### src/rtl/call_log_pkg.sv
// Shared types for the call-count logger: the storage-class enum and the
// packed log record that travels through the FIFO.
package call_log_pkg;

  localparam int REC_NUM_TASKS = 4;
  localparam int REC_CNT_W     = 8;
  localparam int REC_DEPTH     = 4;
  localparam int REC_ID_W      = $clog2(REC_NUM_TASKS);

  typedef enum logic {
    STATIC = 1'b0,
    AUTO   = 1'b1
  } storage_e;

  typedef struct packed {
    logic [REC_ID_W-1:0]  id;
    storage_e             auto_cls;
    logic [REC_CNT_W-1:0] count;
  } call_rec_t;

endpackage

### src/rtl/call_rec_fifo.sv
// Synchronous FIFO of call records with a registered head; the head register
// holds its last value whenever the queue runs empty.
module call_rec_fifo
  import call_log_pkg::*;
#(
  parameter int DEPTH = REC_DEPTH
) (
  input  logic      clk,
  input  logic      rst,
  input  logic      push_i,
  input  call_rec_t push_rec_i,
  input  logic      pop_i,
  output logic      full_o,
  output logic      empty_o,
  output call_rec_t head_rec_o
);

  localparam int AW    = $clog2(DEPTH);
  localparam int PTR_W = AW + 1;

  call_rec_t        mem_q [DEPTH];
  call_rec_t        head_q, head_d;
  logic [PTR_W-1:0] wr_ptr_q, wr_ptr_d;
  logic [PTR_W-1:0] rd_ptr_q, rd_ptr_d;
  logic [PTR_W-1:0] occupancy;
  logic             do_push, do_pop;

  assign occupancy = wr_ptr_q - rd_ptr_q;
  assign full_o    = (occupancy == PTR_W'(DEPTH));
  assign empty_o   = (wr_ptr_q == rd_ptr_q);
  assign do_push   = push_i && !full_o;
  assign do_pop    = pop_i && !empty_o;

  // The next head comes from the slot being written this cycle if the read
  // pointer lands on it, otherwise from storage.
  always_comb begin
    wr_ptr_d = wr_ptr_q + PTR_W'(do_push);
    rd_ptr_d = rd_ptr_q + PTR_W'(do_pop);
    head_d   = head_q;
    if (wr_ptr_d != rd_ptr_d) begin
      if (do_push && (rd_ptr_d == wr_ptr_q)) begin
        head_d = push_rec_i;
      end else begin
        head_d = mem_q[rd_ptr_d[AW-1:0]];
      end
    end
  end

  always_ff @(posedge clk) begin
    if (rst) begin
      wr_ptr_q <= '0;
      rd_ptr_q <= '0;
      head_q   <= '0;
    end else begin
      wr_ptr_q <= wr_ptr_d;
      rd_ptr_q <= rd_ptr_d;
      head_q   <= head_d;
    end
  end

  always_ff @(posedge clk) begin
    if (do_push) begin
      mem_q[wr_ptr_q[AW-1:0]] <= push_rec_i;
    end
  end

  assign head_rec_o = head_q;

endmodule

### src/rtl/call_count_logger.sv
// Turns static/automatic call events into the count a `count = count + 1`
// body would print, and queues each result on a valid/ready log stream.
module call_count_logger
  import call_log_pkg::*;
#(
  parameter int NUM_TASKS = REC_NUM_TASKS,
  parameter int CNT_W     = REC_CNT_W,
  parameter int DEPTH     = REC_DEPTH
) (
  input  logic                         clk,
  input  logic                         rst,
  input  logic                         call_valid,
  output logic                         call_ready,
  input  logic [$clog2(NUM_TASKS)-1:0] call_id,
  input  logic                         call_auto,
  output logic                         out_valid,
  input  logic                         out_ready,
  output logic [$clog2(NUM_TASKS)-1:0] out_id,
  output logic                         out_auto,
  output logic [CNT_W-1:0]             out_count,
  output logic                         wrap_err
);

  logic [CNT_W-1:0] cnt_q [NUM_TASKS];
  logic [CNT_W-1:0] old_cnt, new_cnt;
  logic             wrap_q, wrap_d;
  logic             accept, static_acc;
  logic             fifo_full, fifo_empty;
  call_rec_t        rec_d, head_rec;

  assign call_ready = !rst && !fifo_full;
  assign accept     = call_valid && call_ready;
  assign static_acc = accept && !call_auto;
  assign old_cnt    = cnt_q[call_id];
  assign new_cnt    = old_cnt + CNT_W'(1);

  // Automatic calls behave like a freshly zeroed local, so they always log 1.
  always_comb begin
    rec_d          = '0;
    rec_d.id       = call_id;
    rec_d.auto_cls = call_auto ? AUTO : STATIC;
    rec_d.count    = call_auto ? CNT_W'(1) : new_cnt;
    wrap_d         = wrap_q || (static_acc && (&old_cnt));
  end

  always_ff @(posedge clk) begin
    if (rst) begin
      for (int i = 0; i < NUM_TASKS; i++) begin
        cnt_q[i] <= '0;
      end
      wrap_q <= 1'b0;
    end else begin
      if (static_acc) begin
        cnt_q[call_id] <= new_cnt;
      end
      wrap_q <= wrap_d;
    end
  end

  call_rec_fifo #(
    .DEPTH(DEPTH)
  ) u_fifo (
    .clk       (clk),
    .rst       (rst),
    .push_i    (accept),
    .push_rec_i(rec_d),
    .pop_i     (out_ready),
    .full_o    (fifo_full),
    .empty_o   (fifo_empty),
    .head_rec_o(head_rec)
  );

  assign out_valid = !fifo_empty;
  assign out_id    = head_rec.id;
  assign out_auto  = head_rec.auto_cls;
  assign out_count = head_rec.count;
  assign wrap_err  = wrap_q;

endmodule

### config.mk
export PLATFORM = sky130hd
export DESIGN_NAME = call_count_logger
export DESIGN_NICKNAME = d
export VERILOG_FILES = /design/src/rtl/call_log_pkg.sv /design/src/rtl/call_rec_fifo.sv /design/src/rtl/call_count_logger.sv
export SDC_FILE = /design/constraint.sdc
export NUM_CORES = 1
export LEC_CHECK = 0
export ABC_AREA = 0
export CELL_PAD_IN_SITES_DETAIL_PLACEMENT = 1
export CELL_PAD_IN_SITES_GLOBAL_PLACEMENT = 1
export CORE_MARGIN = 8
export CORE_UTILIZATION = 50
export DETAILED_ROUTE_END_ITERATION = 8
export PLACE_DENSITY_LB_ADDON = 0.1
export RECOVER_POWER = 25
export SLEW_MARGIN = 20
export SYNTH_ARGS = -nofsm -noshare
export SYNTH_HDL_FRONTEND = slang
export SYNTH_HIERARCHICAL = 1
export SYNTH_SLANG_ARGS = --single-unit
### constraint.sdc
create_clock -name clk -period 3.5 [get_ports clk]
set_clock_uncertainty 0.05 [all_clocks]
set_input_delay 0.7 -clock clk [delete_from_list [all_inputs] [get_ports clk]]
set_output_delay 0.7 -clock clk [all_outputs]
set_load 0.005 [all_outputs]
==> results_dict.tcl <==
set metrics [dict create \
    synthDistinctLibCells 35 \
    drive_above_1_share_pct 19.94 \
    max_freq_mhz 320.0 \
    powerDensity_nw_per_um2 633.2 \
    synthMuxAreaShare_pct 13.30 \
    ys_seq_area_share_pct 64.45 \
    vias 2372 \
    setup_viol 0 \
    die_h_um 106.6 \
    synth_fa_ha_area_share_pct 2.136 \
    synthTopCellsByCount "76 x edfxtp_1, 28 x nor2_1, 18 x dfxtp_1, 17 x mux4_2, 13 x a21oi_1" \
    num_antenna_cells 0 \
    ant_nets 0 \
    globalplace.congestion 0.8642 \
    grt_pass1_wl_um 14510 \
    fin_setup_tns_ns 0 \
    cp_slowest_cell "dfxtp_1" \
    status "completed" \
    routed_via_density 5.702 \
    synth_area_sq_um 4100 \
    synth-compound-area-share_pct 5.645 \
    power_mw 3.001 \
    syn_inst 263 \
    place_ws_ns 0.1539 \
    dp_hpwl_um 6160 \
    synth_nets 277 \
    crit_path_max_incr_delay_ns 0.48 \
    drt-initial-drc-count 162 \
    cts_hold_buf 0 \
    cts_made_buffers 9 \
    htreeDepth 3 \
    irDropWorstVdd_uv 243.1 \
    fin_nets 320 \
    synth_seq_cells 94 \
    synth_xor_area_share_pct 2.960 \
    num_rows 33 \
    rsz0062_at_grt "no" \
    yosys-top-cells-area "edfxtp_1 56%, mux4_2 9.3%, dfxtp_1 8.8%" \
    hold_viol 0 \
    track_usage_pct 16.89 \
    arrival_ns 3.36 \
    port-buffer-count 20 \
    critPathKind "flip-flop to flip-flop" \
    core-area_sq_um 8093 \
    grt_use_met3_pct 2.722 \
    synth-simple-area-share_pct 8.911 \
    yosysMostFrequentCell "edfxtp_1" \
    maxCapViolCount 0 \
    finalMaxSlewViolations 0 \
    drc 0 \
    finalCritPeriodShare_pct 89.29 \
    grt_pass1_vias 2522 \
    async_flop_share_pct 0 \
    synth_warnings 6 \
    synth_top_family_by_area "multiplexers" \
    design.die.area_sq_um 11350 \
    slew_headroom_pct 47.05 \
    top_usage_layer "met2" \
    synthDominantCellAreaShare_pct 55.66 \
    insertion_delay_ns 0.36 \
    leakagePower_nw 1.722 \
    setup_ws_ns 0.3749 \
    met1_usage_pct 22.81 \
    wl_um 9055 \
    clock_sinks 94 \
    grt_start_max_net_pins 17 \
    syn_avg_cell_area_sq_um 15.59 \
    synth_top_area_cell "edfxtp_1" \
    cp-end-kind "flip-flop" \
    overflow 0 \
    critical_path_peak_fanout 11 \
    min_period_ns 3.125 \
    critPathRequiredTime_ns 3.74 \
    initial_utilization_pct 50.66 \
    boundaryPins 21 \
    clock_path_buffers 2 \
    whs_ns 0.4080 \
    antenna_found_initial 0 \
    path_cells "ha_1 > nor2b_1 > xnor2_1 > nor2_2 > nor2_1 > and2_1 > o21ai_0 > inv_1 > ha_1 > ha_1 > xnor2_2 > xnor2_1 > nand3_1 > nor2_1 > buf_4 > o2bb2ai_1" \
    dr.pass1.iters 4 \
    cts_tree "built" \
    min-delay-path-class "flip-flop to flip-flop" \
    max_slew.worst_pin.slew_ns 0.7943 \
    worst_path_most_repeated_cell "ha_1" \
    synthFlopType "edfxtp_1" \
    root_buffer "clkbuf_8" \
    start_kind "flip-flop" \
    die_x_um 106.6 \
    use_met2_pct 26.50 \
    wl_per_cell_um 21.77 \
    clkTransAtPathRegs_ns 0.09 \
    synth_edf_count 76 \
    syn_to_final_growth_pct 15.59 \
]
==> cell type report <==
| cell class | instances | area (sq um) |
|---|---|---|
| inverters | 7 | 26.28 |
| well taps | 105 | 131.4 |
| clock inverters | 6 | 92.59 |
| repair buffers | 44 | 357.8 |
| fillers | 792 | 3353 |
| multi-input cells | 150 | 1361 |
| flip-flops and latches | 94 | 2643 |
| clock buffers | 10 | 127.6 |
==> timing repair <==
action	in CTS	in global routing
endpoints found under the hold margin	0	0
buffers inserted	0	0
gates resized for setup	0	2
endpoints found under the setup margin	0	11
==> power by group <==
group	internal, mW	switching, mW	leakage [nW]
clock	0.408	0.403	0.104
sequential	1.31	0.0370	0.882
combinational	0.408	0.437	0.737
==> final timing paths <==
kind                                 startpoint                                end  slack (ns)  cells past startpoint
setup / recovery  u_fifo/wr_ptr_q[1]$_SDFF_PP0_  u_fifo/head_rec_o[3]$_SDFFE_PP0P_        0.37                     16
hold / removal              wrap_err$_SDFF_PP0_                wrap_err$_SDFF_PP0_        0.41                      2
setup reg to reg  u_fifo/wr_ptr_q[1]$_SDFF_PP0_  u_fifo/head_rec_o[3]$_SDFFE_PP0P_        0.37                     16
hold reg to reg             wrap_err$_SDFF_PP0_                wrap_err$_SDFF_PP0_        0.41                      2
==> cells in the final DEF, fill, tap and decap left out, drive strengths merged, types with 6 or more instances in the layout <==
cell	instances
inv	9
clkbuf	16
o2bb2ai	11
nor2	28
nand2b	6
buf	18
a21oi	16
nor2b	6
dlygate4sd3	15
edfxtp	76
mux2i	11
dfxtp	18
xor2	6
ha	7
xnor2	7
mux4	19
==> metrics by stage <==
step	std cells	area (sq um)	util [%]
after floorplan	263	4100	-
after global placement	400	4532	56.00
after detailed placement	400	4532	56.00
after CTS	416	4752	58.72
after global routing	416	4740	58.57
final	416	4740	58.57
==> state kept, by name, summed over array words and instances (netlist names) <==
register / cells
u_fifo/wr_ptr_q: 3
u_fifo/mem_q: 44
u_fifo/rd_ptr_q: 3
wrap_err: 1
u_fifo/head_rec_o: 11
cnt_q: 32
==> metal layers <==
| layer | wire length (um) | part of all wire (%) |
|---|---|---|
| met1 | 4260 | 47 |
| met2 | 4294 | 47 |
| met3 | 359 | 4.0 |
| met5 | 0 | 0 |
| met4 | 141 | 1.6 |
==> kinds of logic after synthesis <==
| group | after synthesis |
|---|---|
| multiplexers | 30 |
| XOR/XNOR | 13 |
| flip-flops | 94 |
| buffers and inverters | 19 |
| AND/OR/NAND/NOR | 67 |
| AO/OA/AOI/OAI | 33 |
| adder cells (fa/ha/maj) | 7 |
==> worst max-delay path, delay by kind of cell (launching register included) <==
kind,cells,cell delay (ns)
buffers and inverters,2,0.36
adders and majority gates,3,0.54
xor gates and xnor gates,3,0.57
and+or+nand+nor,6,0.72
AOI/OAI and AO/OA,2,0.30
DFF,1,0.48
Power figures use the tool's default switching activity.
